## config.mk

```make
export PLATFORM = sky130hd
export DESIGN_NAME = mem_access_unit
export DESIGN_NICKNAME = d
export VERILOG_FILES = /design/src/rtl/mem_pkg.sv /design/src/rtl/lane_align.sv /design/src/rtl/mem_access_unit.sv
export SDC_FILE = /design/constraint.sdc
export NUM_CORES = 1
export LEC_CHECK = 0
export BUFFER_PORTS_ARGS = -buffer_cell sky130_fd_sc_hd__buf_2
export CAP_MARGIN = 15
export CORE_MARGIN = 2
export CORE_UTILIZATION = 45
export CTS_BUF_LIST = sky130_fd_sc_hd__clkbuf_8
export DETAILED_ROUTE_END_ITERATION = 12
export PLACE_DENSITY_LB_ADDON = 0.25
export SLEW_MARGIN = 20
export SYNTH_ARGS = -nofsm -noshare
export SYNTH_HDL_FRONTEND = slang
export SYNTH_SLANG_ARGS = --single-unit
```

## constraint.sdc

```tcl
create_clock -name clk -period 6.45 [get_ports clk]
set_clock_uncertainty 0.1 [all_clocks]
set_input_delay 1.29 -clock clk [delete_from_list [all_inputs] [get_ports clk]]
set_output_delay 1.29 -clock clk [all_outputs]
set_load 0.02 [all_outputs]
```

## src/rtl/mem_pkg.sv

```systemverilog
// Shared types and helpers for the memory access unit: access size encoding,
// data-path FSM states, byte-enable mask and load sign extension.
package mem_pkg;

    typedef enum logic [1:0] {
        SZ_BYTE = 2'd0,
        SZ_HALF = 2'd1,
        SZ_WORD = 2'd2,
        SZ_ILL  = 2'd3
    } size_e;

    typedef enum logic [1:0] {
        ST_IDLE  = 2'd0,
        ST_BEAT2 = 2'd1,
        ST_RESP  = 2'd2
    } state_e;

    // Byte-enable pattern of an access, LSB-aligned.
    function automatic logic [3:0] size_mask(input logic [1:0] size);
        case (size)
            SZ_BYTE: size_mask = 4'b0001;
            SZ_HALF: size_mask = 4'b0011;
            SZ_WORD: size_mask = 4'b1111;
            default: size_mask = 4'b0000;
        endcase
    endfunction

    // Number of bytes touched by an access.
    function automatic logic [2:0] size_bytes(input logic [1:0] size);
        case (size)
            SZ_BYTE: size_bytes = 3'd1;
            SZ_HALF: size_bytes = 3'd2;
            SZ_WORD: size_bytes = 3'd4;
            default: size_bytes = 3'd0;
        endcase
    endfunction

    // Mask an LSB-aligned value to the access size, optionally sign-extending.
    function automatic logic [31:0] sext(input logic [31:0] v, input logic [1:0] size,
                                         input logic sgn);
        case (size)
            SZ_BYTE: sext = sgn ? {{24{v[7]}}, v[7:0]} : {24'h000000, v[7:0]};
            SZ_HALF: sext = sgn ? {{16{v[15]}}, v[15:0]} : {16'h0000, v[15:0]};
            SZ_WORD: sext = v;
            default: sext = 32'h0000_0000;
        endcase
    endfunction

endpackage

```

## src/rtl/lane_align.sv

```systemverilog
// Combinational byte-lane steering: places store data and byte enables across
// a two-beat window, and extracts/extends load data from a two-beat window.
module lane_align
    import mem_pkg::*;
#(
    parameter  int BEAT_BYTES = 8,
    localparam int BW         = 8 * BEAT_BYTES,
    localparam int OFF_W      = $clog2(BEAT_BYTES)
) (
    input  logic [OFF_W-1:0]        st_off,
    input  logic [1:0]              st_size,
    input  logic [31:0]             st_wdata,
    output logic [2*BW-1:0]         st_data,
    output logic [2*BEAT_BYTES-1:0] st_be,
    input  logic [OFF_W-1:0]        ld_off,
    input  logic [1:0]              ld_size,
    input  logic                    ld_signed,
    input  logic [2*BW-1:0]         ld_beats,
    output logic [31:0]             ld_data
);

    logic [2*BW-1:0] ld_shift_s;
    logic            unused_s;

    // Store side: low half of the window is the addressed beat, high half the next one.
    always_comb begin
        st_data = {{(2*BW-32){1'b0}}, st_wdata} << {st_off, 3'b000};
        st_be   = {{(2*BEAT_BYTES-4){1'b0}}, size_mask(st_size)} << st_off;
    end

    // Load side: {high, low} window shifted down to the offset, then sized.
    always_comb begin
        ld_shift_s = ld_beats >> {ld_off, 3'b000};
        ld_data    = sext(ld_shift_s[31:0], ld_size, ld_signed);
    end

    assign unused_s = ^ld_shift_s[2*BW-1:32];

endmodule

```

## src/rtl/mem_access_unit.sv

```systemverilog
// Core-side memory front end: fetch through a one-beat buffer on RAM port A,
// loads/stores with alignment and optional two-beat splitting on RAM port B.
module mem_access_unit
    import mem_pkg::*;
#(
    parameter  int BEAT_BYTES = 8,
    parameter  int ADDR_W     = 14,
    parameter  bit MISALIGNED = 1'b1,
    localparam int BW         = 8 * BEAT_BYTES,
    localparam int OFF_W      = $clog2(BEAT_BYTES)
) (
    input  logic                  clk,
    input  logic                  rst_n,
    input  logic                  if_req,
    input  logic [31:0]           if_addr,
    input  logic                  if_flush,
    output logic [31:0]           if_rdata,
    output logic                  if_valid,
    output logic                  if_err,
    input  logic                  req_valid,
    output logic                  req_ready,
    input  logic                  req_store,
    input  logic [1:0]            req_size,
    input  logic                  req_signed,
    input  logic [31:0]           req_addr,
    input  logic [31:0]           req_wdata,
    output logic                  rsp_valid,
    output logic [31:0]           rsp_rdata,
    output logic                  rsp_err,
    output logic                  ram_a_en,
    output logic [ADDR_W-1:0]     ram_a_addr,
    input  logic [BW-1:0]         ram_a_rdata,
    output logic                  ram_b_en,
    output logic [BEAT_BYTES-1:0] ram_b_we,
    output logic [ADDR_W-1:0]     ram_b_addr,
    output logic [BW-1:0]         ram_b_wdata,
    input  logic [BW-1:0]         ram_b_rdata
);

    // Select the 32-bit word at a word-aligned byte offset within a beat.
    function automatic logic [31:0] pick_word(input logic [BW-1:0] beat,
                                              input logic [OFF_W-1:0] off);
        logic [BW-1:0] sh;
        sh = beat >> {off, 3'b000};
        return sh[31:0];
    endfunction

    // ---------------- data path signals ----------------
    state_e                  state_r, state_nx;
    logic [ADDR_W-1:0]       lat_idx_r;
    logic [OFF_W-1:0]        lat_off_r;
    logic [1:0]              lat_size_r;
    logic                    lat_signed_r, lat_store_r, lat_err_r, lat_split_r;
    logic [31:0]             lat_wdata_r;
    logic [BW-1:0]           low_beat_r;

    logic [OFF_W-1:0]        r_off_s;
    logic [ADDR_W-1:0]       r_idx_s;
    logic [4:0]              end_s;
    logic                    cross_s, err_s, accept_s;
    logic [OFF_W-1:0]        st_off_s;
    logic [1:0]              st_size_s;
    logic [31:0]             st_wdata_s;
    logic [2*BW-1:0]         st_data_s, ld_beats_s;
    logic [2*BEAT_BYTES-1:0] st_be_s;
    logic [31:0]             ld_data_s;
    logic                    b_en_s, b_write_s;
    logic [BEAT_BYTES-1:0]   b_we_s;
    logic [ADDR_W-1:0]       b_addr_s;
    logic [BW-1:0]           b_wdata_s;

    // ---------------- fetch signals ----------------
    logic                    buf_valid_r;
    logic [ADDR_W-1:0]       buf_tag_r;
    logic [BW-1:0]           buf_data_r;
    logic                    fill_pend_r, miss_r, if_valid_r, if_err_r;
    logic [ADDR_W-1:0]       pend_tag_r;
    logic [OFF_W-1:0]        pend_off_r;
    logic [31:0]             hit_word_r;
    logic [ADDR_W-1:0]       f_idx_s;
    logic [OFF_W-1:0]        f_off_s;
    logic                    fill_s, buf_hit_s, byp_hit_s, hit_s, a_kill_s;
    logic                    unused_s;

    assign unused_s = ^{if_addr, req_addr};

    // ================= data request path =================
    assign r_off_s  = req_addr[OFF_W-1:0];
    assign r_idx_s  = req_addr[OFF_W +: ADDR_W];
    assign end_s    = 5'(r_off_s) + 5'(size_bytes(req_size));
    assign cross_s  = end_s > 5'(BEAT_BYTES);
    assign err_s    = (req_size == SZ_ILL) | (cross_s & ~MISALIGNED);
    assign accept_s = req_valid & (state_r == ST_IDLE);

    // Store steering uses the live request while idle, the latched one in BEAT2.
    assign st_off_s   = (state_r == ST_IDLE) ? r_off_s   : lat_off_r;
    assign st_size_s  = (state_r == ST_IDLE) ? req_size  : lat_size_r;
    assign st_wdata_s = (state_r == ST_IDLE) ? req_wdata : lat_wdata_r;

    // Split loads take the low beat from the capture register; single-beat loads use RAM data only.
    assign ld_beats_s = lat_split_r ? {ram_b_rdata, low_beat_r} : {ram_b_rdata, ram_b_rdata};

    lane_align #(.BEAT_BYTES(BEAT_BYTES)) u_lane_align (
        .st_off    (st_off_s),
        .st_size   (st_size_s),
        .st_wdata  (st_wdata_s),
        .st_data   (st_data_s),
        .st_be     (st_be_s),
        .ld_off    (lat_off_r),
        .ld_size   (lat_size_r),
        .ld_signed (lat_signed_r),
        .ld_beats  (ld_beats_s),
        .ld_data   (ld_data_s)
    );

    // Data FSM state register.
    always_ff @(posedge clk or negedge rst_n) begin
        if (!rst_n) begin
            state_r <= ST_IDLE;
        end else begin
            state_r <= state_nx;
        end
    end

    // Data FSM next state and port B drive.
    always_comb begin
        state_nx  = state_r;
        b_en_s    = 1'b0;
        b_we_s    = '0;
        b_addr_s  = '0;
        b_wdata_s = '0;
        case (state_r)
            ST_IDLE: begin
                if (req_valid) begin
                    if (err_s) begin
                        state_nx = ST_RESP;
                    end else begin
                        b_en_s    = 1'b1;
                        b_addr_s  = r_idx_s;
                        b_we_s    = req_store ? st_be_s[BEAT_BYTES-1:0] : '0;
                        b_wdata_s = st_data_s[BW-1:0];
                        state_nx  = cross_s ? ST_BEAT2 : ST_RESP;
                    end
                end else begin
                    state_nx = ST_IDLE;
                end
            end
            ST_BEAT2: begin
                b_en_s    = 1'b1;
                b_addr_s  = lat_idx_r + {{(ADDR_W-1){1'b0}}, 1'b1};
                b_we_s    = lat_store_r ? st_be_s[2*BEAT_BYTES-1:BEAT_BYTES] : '0;
                b_wdata_s = st_data_s[2*BW-1:BW];
                state_nx  = ST_RESP;
            end
            ST_RESP: begin
                state_nx = ST_IDLE;
            end
            default: begin
                state_nx = ST_IDLE;
            end
        endcase
    end

    // Latch the accepted request and capture the low beat of a split load.
    always_ff @(posedge clk or negedge rst_n) begin
        if (!rst_n) begin
            lat_idx_r    <= '0;
            lat_off_r    <= '0;
            lat_size_r   <= 2'b00;
            lat_signed_r <= 1'b0;
            lat_store_r  <= 1'b0;
            lat_err_r    <= 1'b0;
            lat_split_r  <= 1'b0;
            lat_wdata_r  <= 32'h0000_0000;
            low_beat_r   <= '0;
        end else begin
            if (accept_s) begin
                lat_idx_r    <= r_idx_s;
                lat_off_r    <= r_off_s;
                lat_size_r   <= req_size;
                lat_signed_r <= req_signed;
                lat_store_r  <= req_store;
                lat_err_r    <= err_s;
                lat_split_r  <= cross_s & ~err_s;
                lat_wdata_r  <= req_wdata;
            end
            if (state_r == ST_BEAT2) begin
                low_beat_r <= ram_b_rdata;
            end
        end
    end

    // Combinational outputs are forced low while reset is asserted.
    assign req_ready   = rst_n & (state_r == ST_IDLE);
    assign ram_b_en    = rst_n & b_en_s;
    assign ram_b_we    = rst_n ? b_we_s    : '0;
    assign ram_b_addr  = rst_n ? b_addr_s  : '0;
    assign ram_b_wdata = rst_n ? b_wdata_s : '0;
    assign b_write_s   = ram_b_en & (|ram_b_we);

    assign rsp_valid = (state_r == ST_RESP);
    assign rsp_err   = (state_r == ST_RESP) & lat_err_r;
    assign rsp_rdata = ((state_r == ST_RESP) && !lat_err_r && !lat_store_r) ? ld_data_s : 32'h0000_0000;

    // ================= fetch path =================
    assign f_idx_s   = if_addr[OFF_W +: ADDR_W];
    assign f_off_s   = if_addr[OFF_W-1:0] & ~(OFF_W'(3));
    // A fill in flight is dropped by a flush or by a write to the same beat.
    assign fill_s    = fill_pend_r & ~if_flush & ~(b_write_s && (ram_b_addr == pend_tag_r));
    assign buf_hit_s = buf_valid_r && (buf_tag_r == f_idx_s);
    assign byp_hit_s = fill_s && (pend_tag_r == f_idx_s);
    assign hit_s     = buf_hit_s | byp_hit_s;
    // A same-cycle write to the requested beat means the returning data is stale.
    assign a_kill_s  = if_flush | (b_write_s && (ram_b_addr == f_idx_s));

    assign ram_a_en   = rst_n & if_req & ~hit_s;
    assign ram_a_addr = rst_n ? f_idx_s : '0;

    // Fetch request pipeline: response flags, pending fill and hit word.
    always_ff @(posedge clk or negedge rst_n) begin
        if (!rst_n) begin
            if_valid_r  <= 1'b0;
            if_err_r    <= 1'b0;
            miss_r      <= 1'b0;
            fill_pend_r <= 1'b0;
            pend_tag_r  <= '0;
            pend_off_r  <= '0;
            hit_word_r  <= 32'h0000_0000;
        end else begin
            if_valid_r  <= if_req;
            if_err_r    <= if_req & (if_addr[1:0] != 2'b00);
            miss_r      <= if_req & ~hit_s;
            fill_pend_r <= if_req & ~hit_s & ~a_kill_s;
            if (if_req) begin
                pend_tag_r <= f_idx_s;
                pend_off_r <= f_off_s;
                hit_word_r <= byp_hit_s ? pick_word(ram_a_rdata, f_off_s)
                                        : pick_word(buf_data_r, f_off_s);
            end
        end
    end

    // Fetch buffer: filled on miss return, invalidated by flush or a write to its beat.
    always_ff @(posedge clk or negedge rst_n) begin
        if (!rst_n) begin
            buf_valid_r <= 1'b0;
            buf_tag_r   <= '0;
            buf_data_r  <= '0;
        end else if (fill_s) begin
            buf_valid_r <= 1'b1;
            buf_tag_r   <= pend_tag_r;
            buf_data_r  <= ram_a_rdata;
        end else if (if_flush || (b_write_s && (ram_b_addr == buf_tag_r))) begin
            buf_valid_r <= 1'b0;
        end
    end

    assign if_valid = if_valid_r;
    assign if_err   = if_err_r;
    assign if_rdata = miss_r ? pick_word(ram_a_rdata, pend_off_r) : hit_word_r;

endmodule

```

# After elaboration in Yosys (flattened, before gate mapping)
# Cells that the tools add are included.
# totals
register_bits	251
inputBits	233
output_inout_bits	171
wordCells	116
# classes
n_addsub	2
n_lt_le_gt_ge	1
n_eq_ne	14
shift	6
muxes	36
n_bitwise	20
n_reduce_logical	17
# op_table
op	count
$mux W64	4
$mux W32	6
$shr A64 B6 Y32	3
$pmux W64 S2	1
$shl A32 B6 Y128	1
$shr A128 B6 Y32	1
$pmux W32 S3	1
$eq A14 B14 Y1	5
$mux W14	4
$mux W8	5
$pmux W14 S2	1
$pmux W8 S2	1
$shl A4 B3 Y16	1
$add A14 B1 Y14 const B	1
$and A1 B1 Y1	13
$pmux W4 S3	1
$eq A2 B2 Y1 const B	5
$pmux W3 S3	1
$eq A2 B1 Y1 const B	4
$logic_not A2 Y1	4
$mux W2	4
$reduce_or A8 Y1	1
$logic_and A1 B1 Y1	7
$not A1 Y1	5
10 further kinds	16

# Logic depth before layout (Yosys ltp)
# Gate-level depths: netlist (run 1).
# depth
word_depth	20
depth_mapped	18
ltp_nobuf	12

# By module
# A second synthesis (run 1) with hierarchy kept.
# unflattened
hier_cells	2128
hier_area_um2	19289.8
# modules_own_cells
module	instances	cells_per_inst	area_each_um2	seq_area_each_um2
mem_access_unit	1	1647	15416.0	6281.0
lane_align	1	481	3873.7	0.0

# Worst setup path before layout (run 1)
# OpenSTA, ideal clock, no wires.
# synth_timing
kind	register to output
start	register state_r[1]
end	output port ram_a_en
t_arrival_ns	3.985
required_time_ns	5.060
path_slack_ns	1.075
stages_incl_launch_ff	17
path_buffers	5
path_cell_list	dfrtp_1 -> or2_1 -> buf_2 -> buf_1 -> clkbuf_1 -> mux2_2 -> ha_1 -> inv_1 -> a32oi_1 -> o22ai_1 -> a21o_1 -> or4b_4 -> a41oi_2 -> buf_6 -> buf_8 -> nor2_1 -> and2_1
# synth_via
elab_chain_len	19
elab_cells_between_ends	29
cone_classes	eq/ne (4); shift (1); mux (12); bitwise (7); reduce/logical (5)
# synth_lines
element	line	source
start: declaration	mem_access_unit.sv:49	state_e state_r, state_nx;
start signal: assignment	mem_access_unit.sv:121	state_r <= state_nx;
$logic_not A2 Y1	mem_access_unit.sv:96, mem_access_unit.sv:97, mem_access_unit.sv:132	
$mux W2	mem_access_unit.sv:97	assign st_size_s = (state_r == ST_IDLE) ? req_size : lat_size_r;
$eq A2 B2 Y1 (tied with other cells)	mem_pkg.sv:20	case (size)
$pmux W4 S3	mem_pkg.sv:20	
$shl A4 B3 Y16	lane_align.sv:28	st_be = {{(2*BEAT_BYTES-4){1'b0}}, size_mask(st_size)} << st_off;
$mux W8	mem_access_unit.sv:140	b_we_s = req_store ? st_be_s[BEAT_BYTES-1:0] : '0;
$mux W8	mem_access_unit.sv:135	if (err_s) begin
$mux W8	mem_access_unit.sv:134	if (req_valid) begin
[... 2 more ...]	--	
named net ram_b_we[0]	mem_access_unit.sv:34	output logic [BEAT_BYTES-1:0] ram_b_we,
[... 1 more ...]	--	
$and A1 B1 Y1 *	mem_access_unit.sv:199	assign b_write_s = ram_b_en & (|ram_b_we);
$logic_and A1 B1 Y1 *	mem_access_unit.sv:209	assign fill_s = fill_pend_r & ~if_flush & ~(b_write_s && (ram_b_addr == pend_tag_r));
$not A1 Y1 *	mem_access_unit.sv:209	
$and A1 B1 Y1 *	mem_access_unit.sv:209	
$logic_and A1 B1 Y1 *	mem_access_unit.sv:211	assign byp_hit_s = fill_s && (pend_tag_r == f_idx_s);
$or A1 B1 Y1 *	mem_access_unit.sv:212	assign hit_s = buf_hit_s | byp_hit_s;
$not A1 Y1 *	mem_access_unit.sv:216	assign ram_a_en = rst_n & if_req & ~hit_s;
$and A1 B1 Y1 *	mem_access_unit.sv:216	
end: declaration	mem_access_unit.sv:30	output logic ram_a_en,
# The timed path passes the listed nets; every way through them passes the cells marked *.

# Worst setup path in the final report (run 1)
# layout_timing
start	input port rst_n
end	output port ram_a_en
# layout_via
elab_chain_len	10
elab_cells_between_ends	14
cone_classes	eq/ne (1); mux (2); bitwise (8); reduce/logical (3)
# layout_lines
element	line	source
start: declaration	mem_access_unit.sv:13	input logic rst_n,
$mux W8	mem_access_unit.sv:196	assign ram_b_we = rst_n ? b_we_s : '0;
$reduce_or A8 Y1	mem_access_unit.sv:199	
$and A1 B1 Y1	mem_access_unit.sv:199	
$logic_and A1 B1 Y1	mem_access_unit.sv:209	
$not A1 Y1	mem_access_unit.sv:209	
$and A1 B1 Y1	mem_access_unit.sv:209	
$logic_and A1 B1 Y1	mem_access_unit.sv:211	
$or A1 B1 Y1	mem_access_unit.sv:212	
$not A1 Y1	mem_access_unit.sv:216	
$and A1 B1 Y1 *	mem_access_unit.sv:216	
# Mark *: on every way between the ends. The rest lies on a longest branch, timed or not.

==> results.md, run 1 <==
Logic synthesis:
- The largest area contributor in the netlist is sky130_fd_sc_hd__dfrtp_1.
- The most instantiated library cell after synthesis is sky130_fd_sc_hd__nand2_1.
- Ranked by total cell area, the synthesized netlist is headed by sky130_fd_sc_hd__dfrtp_1, sky130_fd_sc_hd__nand2_1, sky130_fd_sc_hd__mux2_2.
- The count of flip-flops with a built-in enable after synthesis is 0.
- Of the synthesized area, sequential elements account for 36.6%.
- The synthesized netlist net count is 2,235.
- The yosys synthesis warning count is 0.
- The distinct cell type count of the synthesized netlist is 73.
- Counting flops and latches in the post-synthesis netlist gives 251.
- The per-instance average area after synthesis is 8.61 um2.
- Summing every instance area after synthesis gives ~0.017 mm2.
- After synthesis, the most frequently instantiated cells are sky130_fd_sc_hd__nand2_1, sky130_fd_sc_hd__dfrtp_1, sky130_fd_sc_hd__nor2_1.
- The post-synthesis instance total is around 2,000.
- After synthesis, the share of flip-flops with an asynchronous set or reset is 100%.
- The commonest register cell after synthesis is sky130_fd_sc_hd__dfrtp_1.
- Of the post-synthesis cell area, the dominant cell type holds 36.6%.

Worst setup path:
- In this run the critical register-to-register path is captured at hit_word_r[23].
- The worst setup path is captured at an output port.
- The critical path class is in2out.
- The path depth of the worst reg2reg path is 11.
- The setup check on the worst reg-to-reg path leaves a slack of approximately 1400 ps.
- The worst setup path is launched from a primary input.
- STA puts the critical path data required time at between 5000 and 6000 ps.
- Data on the critical path arrives at its endpoint at 4500 ps.
- The startpoint identified for the worst register-to-register timing path is state_r[1].
- The highest net fanout along the worst path is 28.

Floorplanning:
- The number of ports placed on the die boundary is 404.
- The initial cell density of the core is 45.6%.
- The horizontal extent of the die is 199 um.
- The die outline area is around 0.040 mm2.
- Measured along the y axis, the die boundary spans about 200 um.
- Row generation in the floorplan step produced a little over 70 rows.
- The core region is 0.0377 mm2.

Placed design:
- Before CTS, the worst setup slack after placement is about 600 ps.
- The detailed placement HPWL is 38.5 mm.
- Input and output buffers added on the ports amount to approximately 370.
- Routability-driven placement finished with a final weighted congestion of 0.924.

STA:
- Setup repair after global routing left no endpoint under its margin.
- Summed over all failing endpoints, the final setup total negative slack is 0 ps.
- The maximum clock frequency is 170 MHz.
- The number of hold-slack violations in the final timing report is 0.
- In the finished design, the share of the clock period the worst path needs comes to roughly 91%.
- Once routing completed, OpenROAD measured the worst setup slack at 559 ps.
- The minimum clock period after layout is slightly below 6000 ps.
- Setup violations remaining at the end of the flow were counted as 0.
- The worst-margin pin slew is between 1000 and 1500 ps.
- The headroom to the max-slew limit is 32.8%.
- The number of max-slew violations in the final report is 0.

Clock tree:
- The number of buffers inserted by hold repair at cts is 0.
- The clock passes through at most 3 buffers.
- The CTS tree is done.
- The count of buffers added by post-CTS timing repair for setup is 0.
- The number of clock buffers inserted by TritonCTS is 46.
- Once the clock tree was built, the resizer swapped 0 gates to a different size.
- Clock-pin slew was measured on the worst setup and hold paths at 60 ps.
- The H-tree was split into 2 levels.
- At the later pin of the worst-skew pair, clock insertion delay measures 620 ps.
- Clock tree synthesis found a total of 251 sinks.
- The master cell of the clock root buffer is sky130_fd_sc_hd__clkbuf_8.

Hold path:
- The number of cells traversed by the worst hold path is 2.
- The path class of the lowest-slack min-delay path is reg2reg.
- For hold timing, the worst endpoint is low_beat_r[44].
- The origin of the worst min-delay path is low_beat_r[44].

Layout:
- The area growth from synthesis to layout is 18.1%.
- Counting the fill cells in the layout gives around 3,600.
- The share of cells above drive strength 1 is 29.6%.
- For this run, the post-layout net count is 2,537.

Routing:
- For this block, the routed nets add up to 55.5 mm of wire.
- The per-cell via count in the routed design is between 5 and 6.
- Before antenna repair, the detailed router went through 5 iterations.
- The number of nets with antenna violations after routing is 0.
- The total via count after detailed routing is 15,900.
- The average detailed-routed wire length per instance is 19.5 um.
- The count of routing violations after the opening detailed-route iteration is 1,027.
- In the routed design, unresolved DRC markers number 0.

Run status:
- The flow ran to the end, and the final reports show no timing, DRC or antenna violations.

Global route:
- Entering global routing, the biggest net connects 87 pins.
- The number of global-route vias before repair is between 15,000 and 20,000.
- The wire length of the first global-routing pass is 85.4 mm.
- The residual overflow from global routing is 0.
- The global router's overall resource usage is 27.3%.
- The number of antenna violations at the first check in global routing is 17.

Power:
- Summed over all cells, the static leakage comes to about 0.0094 uW.
- Across the VDD grid, the largest voltage drop is 199 uV.
- The cell area power density is 291 mW/mm2.

Run:
- The number of maximum-capacitance constraint violations is 0.
area by class of cell:
cell class / instances / area [um2] / area share [%]
Inverter: 17 / 63.8 / 0.314
Tap cell: 511 / 639 / 3.15
Antenna cell: 11 / 27.5 / 0.136
Timing Repair Buffer: 402 / 2110 / 10.4
Sequential cell: 251 / 6290 / 31.0
Multi-Input combinational cell: 1579 / 10200 / 50.4
Clock buffer: 54 / 743 / 3.66
Clock inverter: 28 / 200 / 0.986
metal layers:
metal / up-vias / wire, um / global-route usage [%]
li1: 7581 / - / -
met4: 12 / 1190 / 7.93
met2: 551 / 26000 / 43.5
met5: - / 79 / 0
met1: 7636 / 24300 / 37.2
met3: 102 / 3980 / 6.33
cells in the final DEF (no fill, tap or decap), types with 6 or more instances in the layout:
cell type,netlist,routed
sky130_fd_sc_hd__buf_4,2,28
sky130_fd_sc_hd__and3_1,6,6
sky130_fd_sc_hd__and2_1,37,36
sky130_fd_sc_hd__mux4_2,12,12
sky130_fd_sc_hd__nor3_1,24,24
sky130_fd_sc_hd__diode_2,0,11
sky130_fd_sc_hd__clkbuf_8,0,54
sky130_fd_sc_hd__dfrtp_1,251,245
sky130_fd_sc_hd__o221a_2,31,31
sky130_fd_sc_hd__buf_2,15,372
sky130_fd_sc_hd__nor2b_1,21,20
sky130_fd_sc_hd__nor4_1,10,10
sky130_fd_sc_hd__nor2_1,207,206
sky130_fd_sc_hd__inv_1,17,33
sky130_fd_sc_hd__a211oi_1,44,44
sky130_fd_sc_hd__o22a_1,11,11
sky130_fd_sc_hd__o21ai_0,57,57
sky130_fd_sc_hd__o22ai_1,22,22
sky130_fd_sc_hd__o21ai_1,6,6
sky130_fd_sc_hd__mux2_2,150,150
sky130_fd_sc_hd__o31a_1,8,8
sky130_fd_sc_hd__o211ai_1,18,18
sky130_fd_sc_hd__ha_1,6,6
sky130_fd_sc_hd__a22oi_1,8,8
sky130_fd_sc_hd__a21oi_1,121,121
sky130_fd_sc_hd__clkinv_2,0,7
sky130_fd_sc_hd__nand3_1,18,18
sky130_fd_sc_hd__nand4_1,13,13
sky130_fd_sc_hd__xor2_1,42,42
sky130_fd_sc_hd__mux2i_1,145,145
sky130_fd_sc_hd__mux2_1,10,10
sky130_fd_sc_hd__xnor2_1,33,33
sky130_fd_sc_hd__nand2_1,457,455
registers in the layout, summed over array words and instances (netlist names), 2 cells and up:
name         cells
hit_word_r      32
lat_wdata_r     32
lat_off_r        3
state_r          2
low_beat_r      64
pend_tag_r      14
buf_tag_r       14
lat_idx_r       14
lat_size_r       2
buf_data_r      64
per-stage QoR:
step / hold WS, ps / area, um2 / instances / util (%) / power [uW]
3_3_place_gp: 350 / 19300 / 2760 / 51.3 / 4260
4_1_cts: 369 / 20300 / 2842 / 53.8 / 5950
3_5_place_dp: 354 / 19300 / 2760 / 51.3 / 4320
2_1_floorplan: 338 / 17200 / 1995 / - / 3690
6_report: 368 / 20300 / 2853 / 53.9 / 5910
5_1_grt: 387 / 20300 / 2849 / 53.9 / 6300
kinds of logic (layout without fill, tap and decap cells):
logic type / count (synthesis) / count (layout) / synth area share [%]
mux: 317 / 317 / 20.5
flops: 251 / 251 / 36.6
simple gates: 817 / 817 / 20.1
fa+ha+maj: 7 / 7 / 0.553
other cells: 0 / 11 / 0
xor+xnor: 75 / 75 / 3.82
compound gates: 363 / 363 / 14.2
buf+inv: 165 / 501 / 4.22
worst max-delay path: stages:
cell	delay [ps]
sky130_fd_sc_hd__buf_8	210
sky130_fd_sc_hd__a21boi_0	440
sky130_fd_sc_hd__and2_1	760
sky130_fd_sc_hd__a21oi_2	240
sky130_fd_sc_hd__xor2_1	180
sky130_fd_sc_hd__o211ai_1	110
sky130_fd_sc_hd__nor4_2	490
sky130_fd_sc_hd__a41oi_4	200
sky130_fd_sc_hd__nor2_1	200
sky130_fd_sc_hd__and2_1	180
sky130_fd_sc_hd__buf_2	170
power by group:
group          internal [uW]  leakage (uW)  switching (uW)
Sequential              2000       0.00298             317
Clock                    880      0.000544             710
Combinational            824       0.00590            1180
how the worst max path moves through the flow:
stage | slack, ps | endpoint | startpoint | cells past startpoint
after global routing | 380 | ram_a_en | rst_n | 11
after floorplan | 1070 | ram_a_en | state_r[1] | 16
after CTS | 570 | ram_a_en | rst_n | 11
final | 560 | ram_a_en | rst_n | 11
after detailed placement | 590 | ram_a_en | rst_n | 11
after global placement | 660 | ram_a_en | rst_n | 11
Power figures use the tool's default switching activity.
==> run 2: changes to the inputs <==
--- a/config.mk
+++ b/config.mk
@@ -12,6 +12,7 @@
 export CTS_BUF_LIST = sky130_fd_sc_hd__clkbuf_8
 export DETAILED_ROUTE_END_ITERATION = 12
 export PLACE_DENSITY_LB_ADDON = 0.25
+export REMOVE_ABC_BUFFERS = 1
 export SLEW_MARGIN = 20
 export SYNTH_ARGS = -nofsm -noshare
 export SYNTH_HDL_FRONTEND = slang
==> run 2 against run 1 <==
Against the previous run:
- sequential power is 2% higher
- hold slack got worse by 13 ps
- final area shrank 0.24%
- critical path depth up 2
- worst setup slack improved by 36 ps
- fmax is 0.62% higher
- final cell count fell by 0.28%
- count of clock-buffer cells in the layout grew 5
- non-clock buffer count unchanged
- utilization shrank 0.13 points
- largest cell class unchanged
- highest routed layer unchanged
==> results.md, run 2 (synthesis gave the netlist of run 1 again) <==
Layout:
- The largest registers in the layout are buf_data_r (64), low_beat_r (64).
- The area of all placed cells without fillers was 0.0202 mm2 (-0.24%).
- The most common cell after layout, fill and taps aside is sky130_fd_sc_hd__nand2_1.
- The final standard cell utilization of the core came to 53.8% (-0.13 points).
- From synthesis to final layout, the design area changed by 17.8%.
- The number of fill cells in the layout is 3,555 (-0.78%).
- The non-filler instance count after layout came to 2,845 (-0.28%).
- In the layout the commonest cells are sky130_fd_sc_hd__nand2_1, sky130_fd_sc_hd__buf_2, sky130_fd_sc_hd__dfrtp_1, sky130_fd_sc_hd__nor2_1, sky130_fd_sc_hd__mux2_2.
- The number of nets in the finished design is 2,539 (+0.079%).
- The share of cells above drive strength 1 is 29.5% (about the same).

Floorplanning:
- The number of ports placed on the die boundary came to 404 (unchanged).
- The initial cell density of the core came to 45.6% (unchanged).
- The overall die height is 199 um (unchanged).
- The horizontal extent of the die came to 199 um (unchanged).
- The site row count was 71 (unchanged).
- The placeable core area is 0.0377 mm2 (unchanged).
- The die outline area came to 0.0398 mm2 (unchanged).

Worst setup path:
- The nature of the critical path startpoint is a flip-flop.
- The critical path's top delay family is simple AND/OR/NAND/NOR gates.
- The arrival time of data at the critical path endpoint was 4460 ps (-40 ps).
- The highest net fanout along the worst path is 33 (+18%).
- The delay of the slowest cell on the worst path was 710 ps (-50 ps).
- The worst setup path is of the reg2out kind.
- The buffer and inverter count on the worst path is 3 (+1).
- Among all stages on the critical path, the largest delay is contributed by sky130_fd_sc_hd__dfrtp_1.
- Traced cell by cell, the critical path runs through or2_1, buf_4, mux2i_1, ha_1, inv_1, a32oi_1, o221ai_1, a2bb2oi_1, or4b_4, a41oi_4, nor2_1, and2_1, buf_2.
- STA classifies the critical path endpoint as an output port.
- The required time reported for the critical path endpoint is 5060 ps (about the same).

STA:
- The maximum clock frequency came to 171 MHz (+0.62%).
- The worst-margin pin slew is 1090 ps (+85.0 ps).
- The headroom to the max-slew limit is 27.1% (-5.7 points).
- The final count of negative-setup-slack endpoints is 0 (unchanged).
- Setup repair after global routing left no endpoint under its margin.
- The total negative slack is 0 ps (unchanged).
- The least setup slack across all paths after layout is 595 ps (+36.2 ps).
- The minimum clock period after layout was 5850 ps (-36.2 ps).
- The final period utilization is 90.8% (-0.56 points).
- The number of hold-slack violations in the final timing report is 0 (unchanged).
- The number of max-slew violations in the final report is 0 (unchanged).

Clock tree:
- The clock-pin transition on the worst setup and hold timing paths is 60 ps (about the same).
- The number of buffers inserted by hold repair at cts came to 0 (unchanged).
- The TritonCTS sink count came to 251 (unchanged).
- The latest clock arrival within the worst-skew pair is 630 ps (about the same).
- The count of buffers added by post-CTS timing repair for setup came to 0 (unchanged).
- The buffer levels on the longest clock path is 3 (unchanged).
- TritonCTS built the clock tree.
- The number of clock buffers inserted by TritonCTS is 48 (+4.3%).
- The quantity of gates resized following cts is 0 (unchanged).
- The master cell of the clock root buffer is sky130_fd_sc_hd__clkbuf_8.
- The level count of the clock H-tree is 2 (unchanged).

Power:
- The fraction of power spent switching nets came to 37.4% (about the same).
- The leakage power is 0.00940 uW (-0.23%).
- The register share of total power is 40.5% (+1.4 points).
- The clock network fraction of design power is 26.4% (-0.5 points).
- The net switching power is 2170 uW (-1.8%).
- The cell area power density is 287 mW/mm2 (-1.5%).
- The internal power of the cells is 3640 uW (-1.7%).
- The combinational power share is 33.1% (-0.9 points).
- The maximum ir drop on the vdd rail was 150 uV (-24%).

Routing:
- The post-detailed-route DRC marker count is 0 (unchanged).
- The per-cell via count in the routed design is 5.63 (+1.1%).
- The routed wire length was 52.7 mm (-5.0%).
- The total via count after detailed routing is 16,000 (+0.79%).
- The average detailed-routed wire length per instance was 18.5 um (-4.7%).
- The number of detailed-route iterations in the first pass is 5 (unchanged).
- The count of routing violations after the opening detailed-route iteration was 1,047 (+1.9%).
- The number of nets with antenna violations after routing came to 0 (unchanged).

Placed design:
- The setup slack at placement is 703 ps (+117 ps).
- The post-placement cell count was 2,760 (unchanged).
- The number of port buffers is 373 (unchanged).
- The standard cell area after detailed placement was 0.0193 mm2 (about the same).
- The routability-driven placement congestion ratio is 0.923 (about the same).
- The detailed placement HPWL is 35.7 mm (-7.3%).

Global route:
- The global router's overall resource usage is 26.0% (-1.3 points).
- The number of global-route vias before repair is 15,600 (+2.3%).
- The largest net degree at the start of global routing was 73 (-16%).
- The wire length of the first global-routing pass came to 82.6 mm (-3.3%).
- The residual overflow from global routing was 0 (unchanged).
- The number of antenna violations at the first check in global routing came to 8 (-9).

Run:
- The number of maximum-capacitance constraint violations is 0 (unchanged).

Hold path:
- The path class of the lowest-slack min-delay path is in2async.

Run status:
- The run finished with clean final reports.
run 2: stage by stage:
stage | power [uW] | hold WS (ps)
4_1_cts | 5860 | 318
3_5_place_dp | 4280 | 354
3_3_place_gp | 4210 | 352
5_1_grt | 6220 | 323
2_1_floorplan | 3650 | 338
6_report | 5810 | 355
run 2: area by class of cell:
type                       count  area [um2]  share of cell area, %
multi-input combinational   1579       10200                   50.5
clock buffer                  59         812                   4.01
inverter                      17        63.8                  0.315
sequential                   251        6300                   31.1
clock inverter                21        93.8                  0.464
antenna                        5        12.5                 0.0618
timing repair buffer         402        2110                   10.4
tap                          511         639                   3.16
run 2: power by group through the flow:
stage | logic, uW | clock network (uW) | registers, uW
6_report | 1920 | 1530 | 2350
3_3_place_gp | 1850 | 0 | 2350
5_1_grt | 2140 | 1660 | 2410
2_1_floorplan | 1350 | 0 | 2310
4_1_cts | 1920 | 1590 | 2350
3_5_place_dp | 1910 | 0 | 2370
run 2: worst paths after layout:
check	startpoint	to	slack [ps]	depth (start not counted)
min	rst_n	lat_wdata_r[23]	360	1
min reg2reg	low_beat_r[41]	low_beat_r[41]	360	2
max	state_r[1]	ram_a_en	600	13
min in group clk	low_beat_r[41]	low_beat_r[41]	360	2
max reg2reg	state_r[1]	hit_word_r[16]	1300	13
max in group asynchronous	rst_n	pend_off_r[2]	4230	3
run 2: routing by layer:
| layer | part of all wire, % | vias up | track usage (%) |
|---|---|---|---|
| li1 | - | 7566 | - |
| met2 | 46 | 585 | 41.4 |
| met5 | 0.051 | - | 0 |
| met4 | 2.8 | 4 | 9.03 |
| met1 | 42 | 7743 | 34.4 |
| met3 | 8.5 | 110 | 6.55 |
